`src/rtl/sysarr_stream_ctrl_if.sv`:
```
// Handshake and bus bundle between the stream controller, its byte source/sink
// and the 3x3 systolic array.
interface sysarr_stream_ctrl_if #(
   parameter int ELEM_W = 8
);
   logic [ELEM_W-1:0]   in_data;
   logic                in_valid;
   logic                in_ready;

   logic [ELEM_W-1:0]   out_data;
   logic                out_valid;
   logic                out_ready;
   logic                out_last;

   logic [9*ELEM_W-1:0] arr_A;
   logic [9*ELEM_W-1:0] arr_B;
   logic                arr_start;
   logic                arr_valid;
   logic [9*ELEM_W-1:0] arr_C;

   // controller side
   modport slave (
      input  in_data, in_valid, out_ready, arr_valid, arr_C,
      output in_ready, out_data, out_valid, out_last, arr_A, arr_B, arr_start
   );

   // source/sink/array side
   modport master (
      output in_data, in_valid, out_ready, arr_valid, arr_C,
      input  in_ready, out_data, out_valid, out_last, arr_A, arr_B, arr_start
   );
endinterface

```
`src/rtl/sysarr_stream_ctrl.sv`:
```
// Byte-stream loader/drainer around the 3x3 systolic array: packs 18 input
// elements into arr_A/arr_B, runs one job, streams 9 result elements back out.
// Optional START watchdog is enabled by defining SYSARR_TIMEOUT_EN.
//
// state | meaning
// LOAD  | accepting elements 0..17 into arr_A (0..8) and arr_B (9..17)
// START | arr_start high, waiting for arr_valid
// DRAIN | streaming captured result slots 0..8, out_last on slot 8
module sysarr_stream_ctrl #(
   parameter int ELEM_W         = 8,
   parameter int TIMEOUT_CYCLES = 64
) (
   input  logic                clk,
   input  logic                rst_n,
   sysarr_stream_ctrl_if.slave bus,
   output logic                busy,
   output logic                err
);

   localparam int MAT_W = 9 * ELEM_W;

   if (TIMEOUT_CYCLES < 2) begin : g_bad_timeout
      $error("TIMEOUT_CYCLES must be at least 2");
   end

   typedef enum logic [1:0] {
      LOAD  = 2'd0,
      START = 2'd1,
      DRAIN = 2'd2
   } state_t;

   state_t              state_q;
   logic [4:0]          idx_q;
   logic [3:0]          k_q;
   logic [MAT_W-1:0]    a_q;
   logic [MAT_W-1:0]    b_q;
   logic [MAT_W-1:0]    cap_q;
   logic                start_q;
   logic                out_valid_q;
   logic                out_last_q;
   logic [ELEM_W-1:0]   out_data_q;

`ifdef SYSARR_TIMEOUT_EN
   localparam int TMR_W = $clog2(TIMEOUT_CYCLES + 1);
   logic [TMR_W-1:0]    tmr_q;
   logic                err_q;
   assign err = err_q;
`else
   assign err = 1'b0;
`endif

   function automatic logic [ELEM_W-1:0] elem_at(input logic [MAT_W-1:0] mat,
                                                 input logic [3:0] slot);
      elem_at = '0;
      for (int i = 0; i < 9; i++) begin
         if (slot == 4'(i)) elem_at = mat[ELEM_W*i +: ELEM_W];
      end
   endfunction

   assign bus.in_ready  = (state_q == LOAD);
   assign busy          = (state_q != LOAD);
   assign bus.arr_A     = a_q;
   assign bus.arr_B     = b_q;
   assign bus.arr_start = start_q;
   assign bus.out_valid = out_valid_q;
   assign bus.out_last  = out_last_q;
   assign bus.out_data  = out_data_q;

   always_ff @(posedge clk or negedge rst_n) begin
      if (!rst_n) begin
         state_q     <= LOAD;
         idx_q       <= '0;
         k_q         <= '0;
         a_q         <= '0;
         b_q         <= '0;
         cap_q       <= '0;
         start_q     <= 1'b0;
         out_valid_q <= 1'b0;
         out_last_q  <= 1'b0;
         out_data_q  <= '0;
`ifdef SYSARR_TIMEOUT_EN
         tmr_q       <= '0;
         err_q       <= 1'b0;
`endif
      end else begin
         unique case (state_q)
            LOAD: begin
               if (bus.in_valid) begin
                  for (int i = 0; i < 9; i++) begin
                     if (idx_q == 5'(i))     a_q[ELEM_W*i +: ELEM_W] <= bus.in_data;
                     if (idx_q == 5'(i + 9)) b_q[ELEM_W*i +: ELEM_W] <= bus.in_data;
                  end
                  if (idx_q == 5'd17) begin
                     idx_q   <= '0;
                     start_q <= 1'b1;
                     state_q <= START;
`ifdef SYSARR_TIMEOUT_EN
                     tmr_q   <= TMR_W'(TIMEOUT_CYCLES - 1);
`endif
                  end else begin
                     idx_q <= idx_q + 5'd1;
                  end
               end
            end

            START: begin
               if (bus.arr_valid) begin
                  cap_q       <= bus.arr_C;
                  start_q     <= 1'b0;
                  out_valid_q <= 1'b1;
                  out_data_q  <= bus.arr_C[ELEM_W-1:0];
                  out_last_q  <= 1'b0;
                  k_q         <= '0;
                  state_q     <= DRAIN;
               end
`ifdef SYSARR_TIMEOUT_EN
               // Watchdog expiry still emits a full zero frame to keep framing.
               else if (tmr_q == '0) begin
                  cap_q       <= '0;
                  start_q     <= 1'b0;
                  err_q       <= 1'b1;
                  out_valid_q <= 1'b1;
                  out_data_q  <= '0;
                  out_last_q  <= 1'b0;
                  k_q         <= '0;
                  state_q     <= DRAIN;
               end else begin
                  tmr_q <= tmr_q - 1'b1;
               end
`endif
            end

            DRAIN: begin
               if (bus.out_ready) begin
                  if (k_q == 4'd8) begin
                     out_valid_q <= 1'b0;
                     out_last_q  <= 1'b0;
                     out_data_q  <= '0;
                     k_q         <= '0;
                     state_q     <= LOAD;
                  end else begin
                     k_q        <= k_q + 4'd1;
                     out_data_q <= elem_at(cap_q, k_q + 4'd1);
                     out_last_q <= (k_q == 4'd7);
                  end
               end
            end

            default: state_q <= LOAD;
         endcase
      end
   end

endmodule
```
`src/flat_wrapper.sv`:
```
// flat-port wrapper written by rule: the top's interface ports become plain ports
module sysarr_stream_ctrl_flat 
#(
   parameter int ELEM_W         = 8,
   parameter int TIMEOUT_CYCLES = 64
)
  (clk, rst_n, busy, err, bus_in_data, bus_in_valid, bus_out_ready, bus_arr_valid, bus_arr_C, bus_in_ready, bus_out_data, bus_out_valid, bus_out_last, bus_arr_A, bus_arr_B, bus_arr_start);
  sysarr_stream_ctrl_if #(.ELEM_W(ELEM_W)) bus_i ();
  input  logic clk;
  input  logic rst_n;
  output logic busy;
  output logic err;
  input wire logic [$bits(bus_i.in_data)-1:0] bus_in_data;
  input wire logic [$bits(bus_i.in_valid)-1:0] bus_in_valid;
  input wire logic [$bits(bus_i.out_ready)-1:0] bus_out_ready;
  input wire logic [$bits(bus_i.arr_valid)-1:0] bus_arr_valid;
  input wire logic [$bits(bus_i.arr_C)-1:0] bus_arr_C;
  output wire logic [$bits(bus_i.in_ready)-1:0] bus_in_ready;
  output wire logic [$bits(bus_i.out_data)-1:0] bus_out_data;
  output wire logic [$bits(bus_i.out_valid)-1:0] bus_out_valid;
  output wire logic [$bits(bus_i.out_last)-1:0] bus_out_last;
  output wire logic [$bits(bus_i.arr_A)-1:0] bus_arr_A;
  output wire logic [$bits(bus_i.arr_B)-1:0] bus_arr_B;
  output wire logic [$bits(bus_i.arr_start)-1:0] bus_arr_start;
  assign bus_i.in_data = bus_in_data;
  assign bus_i.in_valid = bus_in_valid;
  assign bus_i.out_ready = bus_out_ready;
  assign bus_i.arr_valid = bus_arr_valid;
  assign bus_i.arr_C = bus_arr_C;
  assign bus_in_ready = bus_i.in_ready;
  assign bus_out_data = bus_i.out_data;
  assign bus_out_valid = bus_i.out_valid;
  assign bus_out_last = bus_i.out_last;
  assign bus_arr_A = bus_i.arr_A;
  assign bus_arr_B = bus_i.arr_B;
  assign bus_arr_start = bus_i.arr_start;
  sysarr_stream_ctrl #(.ELEM_W(ELEM_W), .TIMEOUT_CYCLES(TIMEOUT_CYCLES)) u_core (.clk(clk), .rst_n(rst_n), .bus(bus_i), .busy(busy), .err(err));
endmodule
```
`config.mk`:
```
export PLATFORM = sky130hd
export DESIGN_NAME = sysarr_stream_ctrl_flat
export DESIGN_NICKNAME = d
export VERILOG_FILES = /design/src/rtl/sysarr_stream_ctrl_if.sv /design/src/rtl/sysarr_stream_ctrl.sv /design/src/flat_wrapper.sv
export SDC_FILE = /design/constraint.sdc
export NUM_CORES = 1
export LEC_CHECK = 0
export CAP_MARGIN = 10
export CORE_ASPECT_RATIO = 0.7
export CORE_MARGIN = 2
export CORE_UTILIZATION = 40
export DETAILED_ROUTE_END_ITERATION = 10
export HOLD_SLACK_MARGIN = 0.03
export PLACE_DENSITY = 0.7
export SLEW_MARGIN = 0
export SYNTH_ARGS = -nofsm -noshare
export SYNTH_HDL_FRONTEND = slang
export SYNTH_SLANG_ARGS = --single-unit
```
`constraint.sdc`:
```
create_clock -name clk -period 5.1 [get_ports clk]
set_clock_uncertainty 0.05 [all_clocks]
set_input_delay 1.02 -clock clk [delete_from_list [all_inputs] [get_ports clk]]
set_output_delay 1.02 -clock clk [all_outputs]
set_load 0.01 [all_outputs]
```
Word-level counts from Yosys, hierarchy flattened
Cells that the tools add are included.
- add/sub/neg operators: 2
- equality and inequality tests: 34
- multiplexer cells: 35
- reduce and logical (&&, ||, !) cells: 30
- operators by type and width (operator ; number):
    8-bit two-way mux ; 12
    3-bit AND reduction ; 19
    5-bit by 4-bit equality test with 1-bit output (second input constant) ; 8
    4-bit by 3-bit equality test with 1-bit output (second input constant) ; 5
    5-bit by 3-bit equality test with 1-bit output (second input constant) ; 4
    8-bit one-hot mux with 2 select lines ; 1
    4-bit two-way mux ; 3
    5-bit by 2-bit equality test with 1-bit output (second input constant) ; 2
    5-bit equality test (second input constant) ; 2
    2-bit two-way mux ; 5
    4-bit by 2-bit equality test with 1-bit output (second input constant) ; 2
    4-bit equality test (second input constant) ; 2
    1-bit two-way mux ; 8
    4-bit one-hot mux with 2 select lines ; 1
    4-bit AND reduction ; 2
    2-bit != test (second input constant) ; 3
    1-bit one-hot mux with 2 select lines ; 3
    2-bit one-hot mux with 3 select lines ; 1
    2-bit nonzero test ; 3
    5-bit by 1-bit adder with 5-bit output (second input constant) ; 1
    5-bit by 1-bit equality test with 1-bit output (second input constant) ; 1
    5-bit zero test ; 1
    5-bit two-way mux ; 1
    5-bit AND reduction ; 1
    other kinds (8) ; 10
- register bits: 238
- input bits: 85
- output and inout bits: 158
- word-level logic and storage cells: 127

Longest topological paths before layout
Gate-level depths: netlist (run 1).
- word-level depth: 14
- mapped depth: 9
- mapped depth without buffers: 8

Worst setup path after synthesis (run 1)
Ideal clock, no wire load.
- path kind: input -> register
- from: input port bus_in_valid
- to: register u_core.b_q[0] (netlist: u_core.bus.arr_B[0])
- setup time: 0.125 ns
- arrival time: 1.957 ns
- required time: 4.925 ns
- setup slack: 2.969 ns
- stages on the path: 5
- path buffers: 1
- cell sequence: and3_1 -> and2_1 -> buf_4 -> nand2_2 -> mux2_2
- word-level cells in the longest chain between the ends: 1
- RTL lines (element ; line ; RTL):
    start, declared ; flat_wrapper.sv:14 ; input wire logic [$bits(bus_i.in_valid)-1:0] bus_in_valid;
    3-bit AND reduction (no source line) ; -- ;
    end signal, assigned by index ; sysarr_stream_ctrl.sv:91 ; if (idx_q == 5'(i + 9)) b_q[ELEM_W*i +: ELEM_W] <= bus.in_data;
    end, declared ; sysarr_stream_ctrl.sv:36 ; logic [MAT_W-1:0] b_q;
Every way passes these cells.
A chain may end at the register's enable or synchronous reset.

Worst setup path after layout (run 1)
- from: register u_core.k_q[0]
- to: register u_core.out_data_q[4] (netlist: u_core.bus.out_data[4])
- word-level cells in the longest chain between the ends: 14
- elaborated cells between the ends (all ways): 23
- classes of those cells: add/sub: 1; eq/ne: 9; mux: 12; reduce/logical: 1
- RTL lines (element ; line ; RTL):
    start, declared ; sysarr_stream_ctrl.sv:34 ; logic [3:0] k_q;
    start signal, assigned ; sysarr_stream_ctrl.sv:142 ; k_q <= k_q + 4'd1;
    4-bit by 1-bit adder with 4-bit output ; sysarr_stream_ctrl.sv:143 ; out_data_q <= elem_at(cap_q, k_q + 4'd1);
    4-bit zero test ; sysarr_stream_ctrl.sv:56 ; if (slot == 4'(i)) elem_at = mat[ELEM_W*i +: ELEM_W];
    8-bit two-way mux (9 in a row) ; sysarr_stream_ctrl.sv:56 ;
    8-bit two-way mux (*) ; sysarr_stream_ctrl.sv:135 ; if (k_q == 4'd8) begin
    8-bit two-way mux (*) ; sysarr_stream_ctrl.sv:134 ; if (bus.out_ready) begin
    8-bit one-hot mux with 2 select lines (*) ; sysarr_stream_ctrl.sv:86 ; unique case (state_q)
    end signal, assigned ; sysarr_stream_ctrl.sv:111 ; out_data_q <= bus.arr_C[ELEM_W-1:0];
    end signal, assigned ; sysarr_stream_ctrl.sv:143 ;
    end, declared ; sysarr_stream_ctrl.sv:41 ; logic [ELEM_W-1:0] out_data_q;
Every way passes the cells marked *; elsewhere a longest branch is shown, timed or not. The select of a mux whose other input is x is not followed.

==> reports/results.ini, run 1 <==
[run]
maxCapViolations = 0

[setup_path]
startpoint_type = flop
cp-startpoint = u_core.k_q[0]
cp_slowest_cell = o32ai_1
crit_fanout = 14
cp.arrival_ns = 3.39
max_stage_delay_ns = 0.68
end_kind = flop
worstPathRequired_ns = 5.48
crit_type = reg2reg
crit_top_cell = a221oi_1
r2r-start = u_core.k_q[0]
critical_path.cell_chain = ha_1, nor2b_1, a221oi_1, o32ai_1, a221oi_1, o21ai_1

[die]
io_pins = 243
dieArea_mm2 = 0.0266
core.rowCount = 48
die_height_um = 137
initial_core_util_pct = 40.9
core_mm2 = 0.0247
dieWidth_um = 194

[final_layout]
nFillCells = 2215
nNetsFinal = 1194
multi_input_area_mm2 = 0.00390
seq_area_mm2 = 0.00596
area_growth_pct = 33.7
final_area_mm2 = 0.0136
layout-drive-gt1-share_pct = 19.2

[route]
vias = 7560
ant_nets = 0
drt-vias-per-instance = 5.24
firstDrtPassIters = 6
wirelength_um = 28700
drc = 0
drtIter0Drc = 483
wl_per_cell_um = 19.9

[timing]
rsz0062_at_grt = no
period_minus_slack_ns = 3.01
fmax_mhz = 332
setup_tns_ns = 0
worst_pin_slew_ns = 0.983
worst_slack_ns = 2.09
post-route-period-util_pct = 59.0
final_max_slew_viol_count = 0
relSlewSlack_pct = 34.0
finalHoldViolCount = 0
setup_violations = 0
fin_hold_ws_ns = 0.426

[placement]
gp_congestion = 0.872
place_ws_ns = 1.84
io_buffers = 241
postPlaceCellArea_mm2 = 0.0128
dp_hpwl_um = 20400

[power]
leakage_nw = 6.28
power_mw = 7.83
ir_drop_mv = 0.372
powerDensity_mw_per_mm2 = 578

[logic_synthesis]
yosys-top-cells-area = dfrtp_1 59%, mux2_2 16%, nand2_1 9.2%
synth_fp_nets = 970
synth-main-ff-cell = dfrtp_1
yosys_register_bits = 238
synth_area_mm2 = 0.0101
async_flop_share_pct = 100
synth_top_cell_by_area = dfrtp_1
syn_inst = 875
synth.avg_cell_area_um2 = 11.6
synth_top_area_share_pct = 58.8
yosysSeqAreaShare_pct = 58.8
synth.distinct_cells = 57
yosys_warnings = 0
synth_edf_count = 0

[clock_tree]
clk_path_buf_depth = 3
cts_tree = done
cts_sinks = 238
cts-buffers-inserted = 24
clockRootBuffer = clkbuf_16
hold_buffers = 0
h-tree-depth = 1
clock_latency_ns = 0.52
cts_setup_buffers = 0
ctsResizeCount = 0
clk_pin_slew_ns = 0.06

[grt]
antenna_found_initial = 1
grt_pass1_vias = 7499
grt_max_degree = 107
grt_pass1_wl_um = 43700
grt_util_all_layers_pct = 20.9
globalRouteOverflowTotal = 0

[hold_path]
hold_path_class = reg2reg
hold_start = u_core.cap_q[27]

[status]
outcome = complete, no violations

-- per-layer routing --
metal / vias up / GRT usage [%] / wire, um
met1: 3801 / 30.6 / 13400
met4: 0 / 4.84 / 531
li1: 3469 / - / -
met2: 250 / 30.2 / 12300
met5: - / 0 / 0
met3: 40 / 6.48 / 2400
-- cells by family after synthesis --
kind of cell / count (synthesis) / synth area share [%]
flip-flops: 238 / 58.8
other: 1 / 0.0370
adder cells (fa/ha/maj): 10 / 1.23
AO/OA/AOI/OAI: 111 / 7.57
buffers and inverters: 63 / 2.82
AND/OR/NAND/NOR: 306 / 13.4
XOR/XNOR: 2 / 0.173
multiplexers: 144 / 16.0
-- where the power goes --
group          switching (mW)  internal [mW]
sequential              0.499           2.66
clock                   0.732           1.01
combinational            1.34           1.59
total                    2.57           5.26
-- metrics by stage --
stage          util (%)  cells
4_1_cts            54.8   1441
3_5_place_dp       51.6   1398
2_1_floorplan         -    875
6_report           54.8   1442
5_1_grt            54.8   1442
3_3_place_gp       51.6   1398
-- worst max-delay path, delay by kind of cell, from the launching register on --
kind	cells	cell delay [ns]
DFF	1	0.49
adders and majority gates	1	0.59
AOI/OAI and AO/OA	4	1.19
and+or+nand+nor	1	0.60
-- cells in the final DEF, fill, tap and decap left out, drive strengths merged, types with 3 or more instances in the layout --
cell and instances:
a21oi 14, a221oi 13, a31oi 3, and2 9, and3 3, buf 6, clkbuf 37, clkdlybuf4s50 240
clkinv 6, dfrtp 238, ha 10, inv 14, mux2 144, nand2 259, nand3 7, nor2 9
nor2b 6, o21ai 30, o221ai 12, o22ai 19, o32ai 7, or2 4
-- flip-flops by register name, indices dropped and copies added, names as in the netlist --
name                  flops
u_core.bus.arr_A         72
u_core.bus.arr_B         72
u_core.cap_q             72
u_core.bus.out_data       8
u_core.idx_q              5
u_core.k_q                4
u_core.state_q            2
u_core.bus.arr_start      1
u_core.bus.out_last       1
u_core.bus.out_valid      1
-- path summary, 6_finish.rpt --
path / endpoint / slack (ns) / cells after the start
max: u_core.bus.out_data[4] / 2.09 / 6
min: u_core.cap_q[27] / 0.43 / 2
max reg2reg: u_core.bus.out_data[4] / 2.09 / 6
min reg2reg: u_core.cap_q[27] / 0.43 / 2
max in group asynchronous: u_core.bus.arr_A[23] / 3.34 / 2
min in group asynchronous: u_core.bus.arr_A[61] / 0.51 / 1
-- synthesized netlist by cell type (all sizes together) (3+ instances only) --
master / number
a21oi: 14
a221oi: 13
a31oi: 3
and2: 9
and3: 3
buf: 20
clkbuf: 28
dfrtp: 238
ha: 10
inv: 14
mux2: 144
nand2: 259
nand3: 7
nor2: 9
nor2b: 6
o21ai: 30
o221ai: 12
o22ai: 19
o32ai: 7
or2: 4
-- final cells by class --
cell class                      instances  area share (%)
Tap cell                              325            3.00
Sequential cell                       238            44.0
Multi-Input combinational cell        574            28.8
Antenna cell                            1          0.0185
Timing Repair Buffer                  246            18.1
Clock inverter                          6           0.489
Clock buffer                           37            5.24
Inverter                               15           0.416
(Power assumes the default switching activity.)
==> run 2: changes to the inputs <==
- clock period: 5.1 -> 3.1 ns (I/O delays scaled with it)
==> reports/results.ini, run 2 (synthesized netlist as in run 1, its figures left out) <==
[final_layout]
post-route-util_pct = 55.3  ; +0.51 points
final_cells = 1456  ; +0.97%
layout-drive-gt1-share_pct = 20.6  ; +1.4 points
final_area_mm2 = 0.0137  ; +0.93%
area_growth_pct = 35.0
mostFrequentLayoutCell = nand2_1
final_cell_mix = 247 x nand2_1, 240 x clkdlybuf4s50_1, 238 x dfrtp_1
nNetsFinal = 1208  ; +1.2%

[timing]
finalHoldViolCount = 0  ; unchanged
worst_slack_ns = 0.530  ; -1.56 ns
fin_hold_ws_ns = 0.0338  ; -0.392 ns
worst_pin_slew_ns = 0.933  ; -0.0498 ns
period_minus_slack_ns = 2.57  ; -0.439 ns
rsz0062_at_grt = no
relSlewSlack_pct = 37.6  ; +3.6 points
setup_violations = 0  ; unchanged
post-route-period-util_pct = 82.9  ; +24 points
final_max_slew_viol_count = 0  ; unchanged
setup_tns_ns = 0  ; unchanged
fmax_mhz = 389  ; +17%

[hold_path]
hold_path_class = in2async

[clock_tree]
cts_sinks = 238  ; unchanged
h-tree-depth = 1  ; unchanged
ctsResizeCount = 0  ; unchanged
clk_pin_slew_ns = 0.07  ; about the same
cts_tree = done
clk_path_buf_depth = 3  ; unchanged
cts_setup_buffers = 0  ; unchanged
cts-buffers-inserted = 24  ; unchanged
hold_buffers = 0  ; unchanged
clockRootBuffer = clkbuf_16
clock_latency_ns = 0.51  ; about the same

[power]
power_frac_seq_pct = 40.4  ; about the same
switching_share_pct = 33.2  ; +0.36 points
powerDensity_mw_per_mm2 = 944  ; +63%
power.share.clock_pct = 21.7  ; -0.5 points
p_switching_mw = 4.29  ; +67%
ir_drop_mv = 0.671  ; +81%
combPwrFrac_pct = 37.9  ; +0.5 points
power_mw = 12.9  ; +65%
intPower_mw = 8.62  ; +64%
leakage_nw = 6.35  ; +1.2%

[grt]
met2_usage_pct = 30.8  ; +0.61 points
grt_use_met3_pct = 6.65  ; +0.17 points
grt_pass1_vias = 7630  ; +1.7%
use_met1_pct = 32.0  ; +1.4 points
busiest_layer = met1
grt_pass1_wl_um = 44700  ; +2.3%
antenna_found_initial = 2  ; +1
grt_max_degree = 85  ; -21%
grt_util_all_layers_pct = 21.5  ; +0.60 points
globalRouteOverflowTotal = 0  ; unchanged

[placement]
dp_hpwl_um = 21100  ; +3.5%
dp.cells = 1412  ; +1.0%
gp_congestion = 0.917  ; +5.2%
postPlaceCellArea_mm2 = 0.0129  ; +1.1%
io_buffers = 241  ; unchanged
place_ws_ns = 0.590  ; -1.25 ns

[route]
firstDrtPassIters = 5  ; -1
wl_per_cell_um = 19.9  ; +0.12%
drt-vias-per-instance = 5.23  ; -0.33%
drtIter0Drc = 517  ; +7.0%
ant_nets = 0  ; unchanged
drc = 0  ; unchanged
vias = 7608  ; +0.63%
wirelength_um = 29000  ; +1.1%

[die]
core.rowCount = 48  ; unchanged
io_pins = 243  ; unchanged
die_height_um = 137  ; unchanged
dieWidth_um = 194  ; unchanged
dieArea_mm2 = 0.0266  ; unchanged
initial_core_util_pct = 40.9  ; unchanged
core_mm2 = 0.0247  ; unchanged

[setup_path]
crit_fanout = 9  ; -5
worstPathRequired_ns = 3.48  ; -2.00 ns
cp.arrival_ns = 2.95  ; -0.44 ns
crit_type = reg2reg
startpoint_type = flop
end_kind = flop

[status]
outcome = complete, no violations

[run]
maxCapViolations = 0  ; unchanged

run 2: cell type report:
cell class,instances,area (um^2)
Sequential cell,238,5960
Clock buffer,30,674
Multi-Input combinational cell,574,3900
Fill cell,2119,11100
Inverter,15,56.3
Antenna cell,1,2.50
Timing Repair Buffer,260,2600
Tap cell,325,407
Clock inverter,13,85.1
run 2: worst paths after layout:
kind / start / end / slack [ns] / depth (start not counted)
setup reg to reg: u_core.k_q[0] / u_core.bus.out_data[7] / 0.53 / 7
hold reg to reg: u_core.cap_q[5] / u_core.cap_q[5] / 0.43 / 2
max in group asynchronous: rst_n / u_core.cap_q[71] / 2.14 / 2
setup / recovery: u_core.k_q[0] / u_core.bus.out_data[7] / 0.53 / 7
hold / removal: rst_n / u_core.bus.arr_A[67] / 0.03 / 1
min in group clk: u_core.cap_q[5] / u_core.cap_q[5] / 0.43 / 2
run 2: metal layers:
layer / part of all wire (%) / routed length (um)
met5: 0 / 0
met4: 1.7 / 504
met3: 8.1 / 2350
met2: 43 / 12500
met1: 47 / 13600
run 2: critical path, stage by stage, from the launching register on:
cell      delay [ns]
dfrtp_1         0.51
inv_1           0.11
ha_1            0.24
nor2b_1         0.55
a221oi_1        0.16
o32ai_1         0.56
a21oi_1         0.14
o22ai_1         0.17
run 2: power groups by stage:
stage	combinational, mW	sequential, mW	clock (mW)
2_1_floorplan	2.11	5.37	0
3_3_place_gp	4.81	5.20	0
3_5_place_dp	4.89	5.23	0
4_1_cts	4.91	5.21	2.86
5_1_grt	5.26	5.36	3.01
6_report	4.89	5.21	2.80
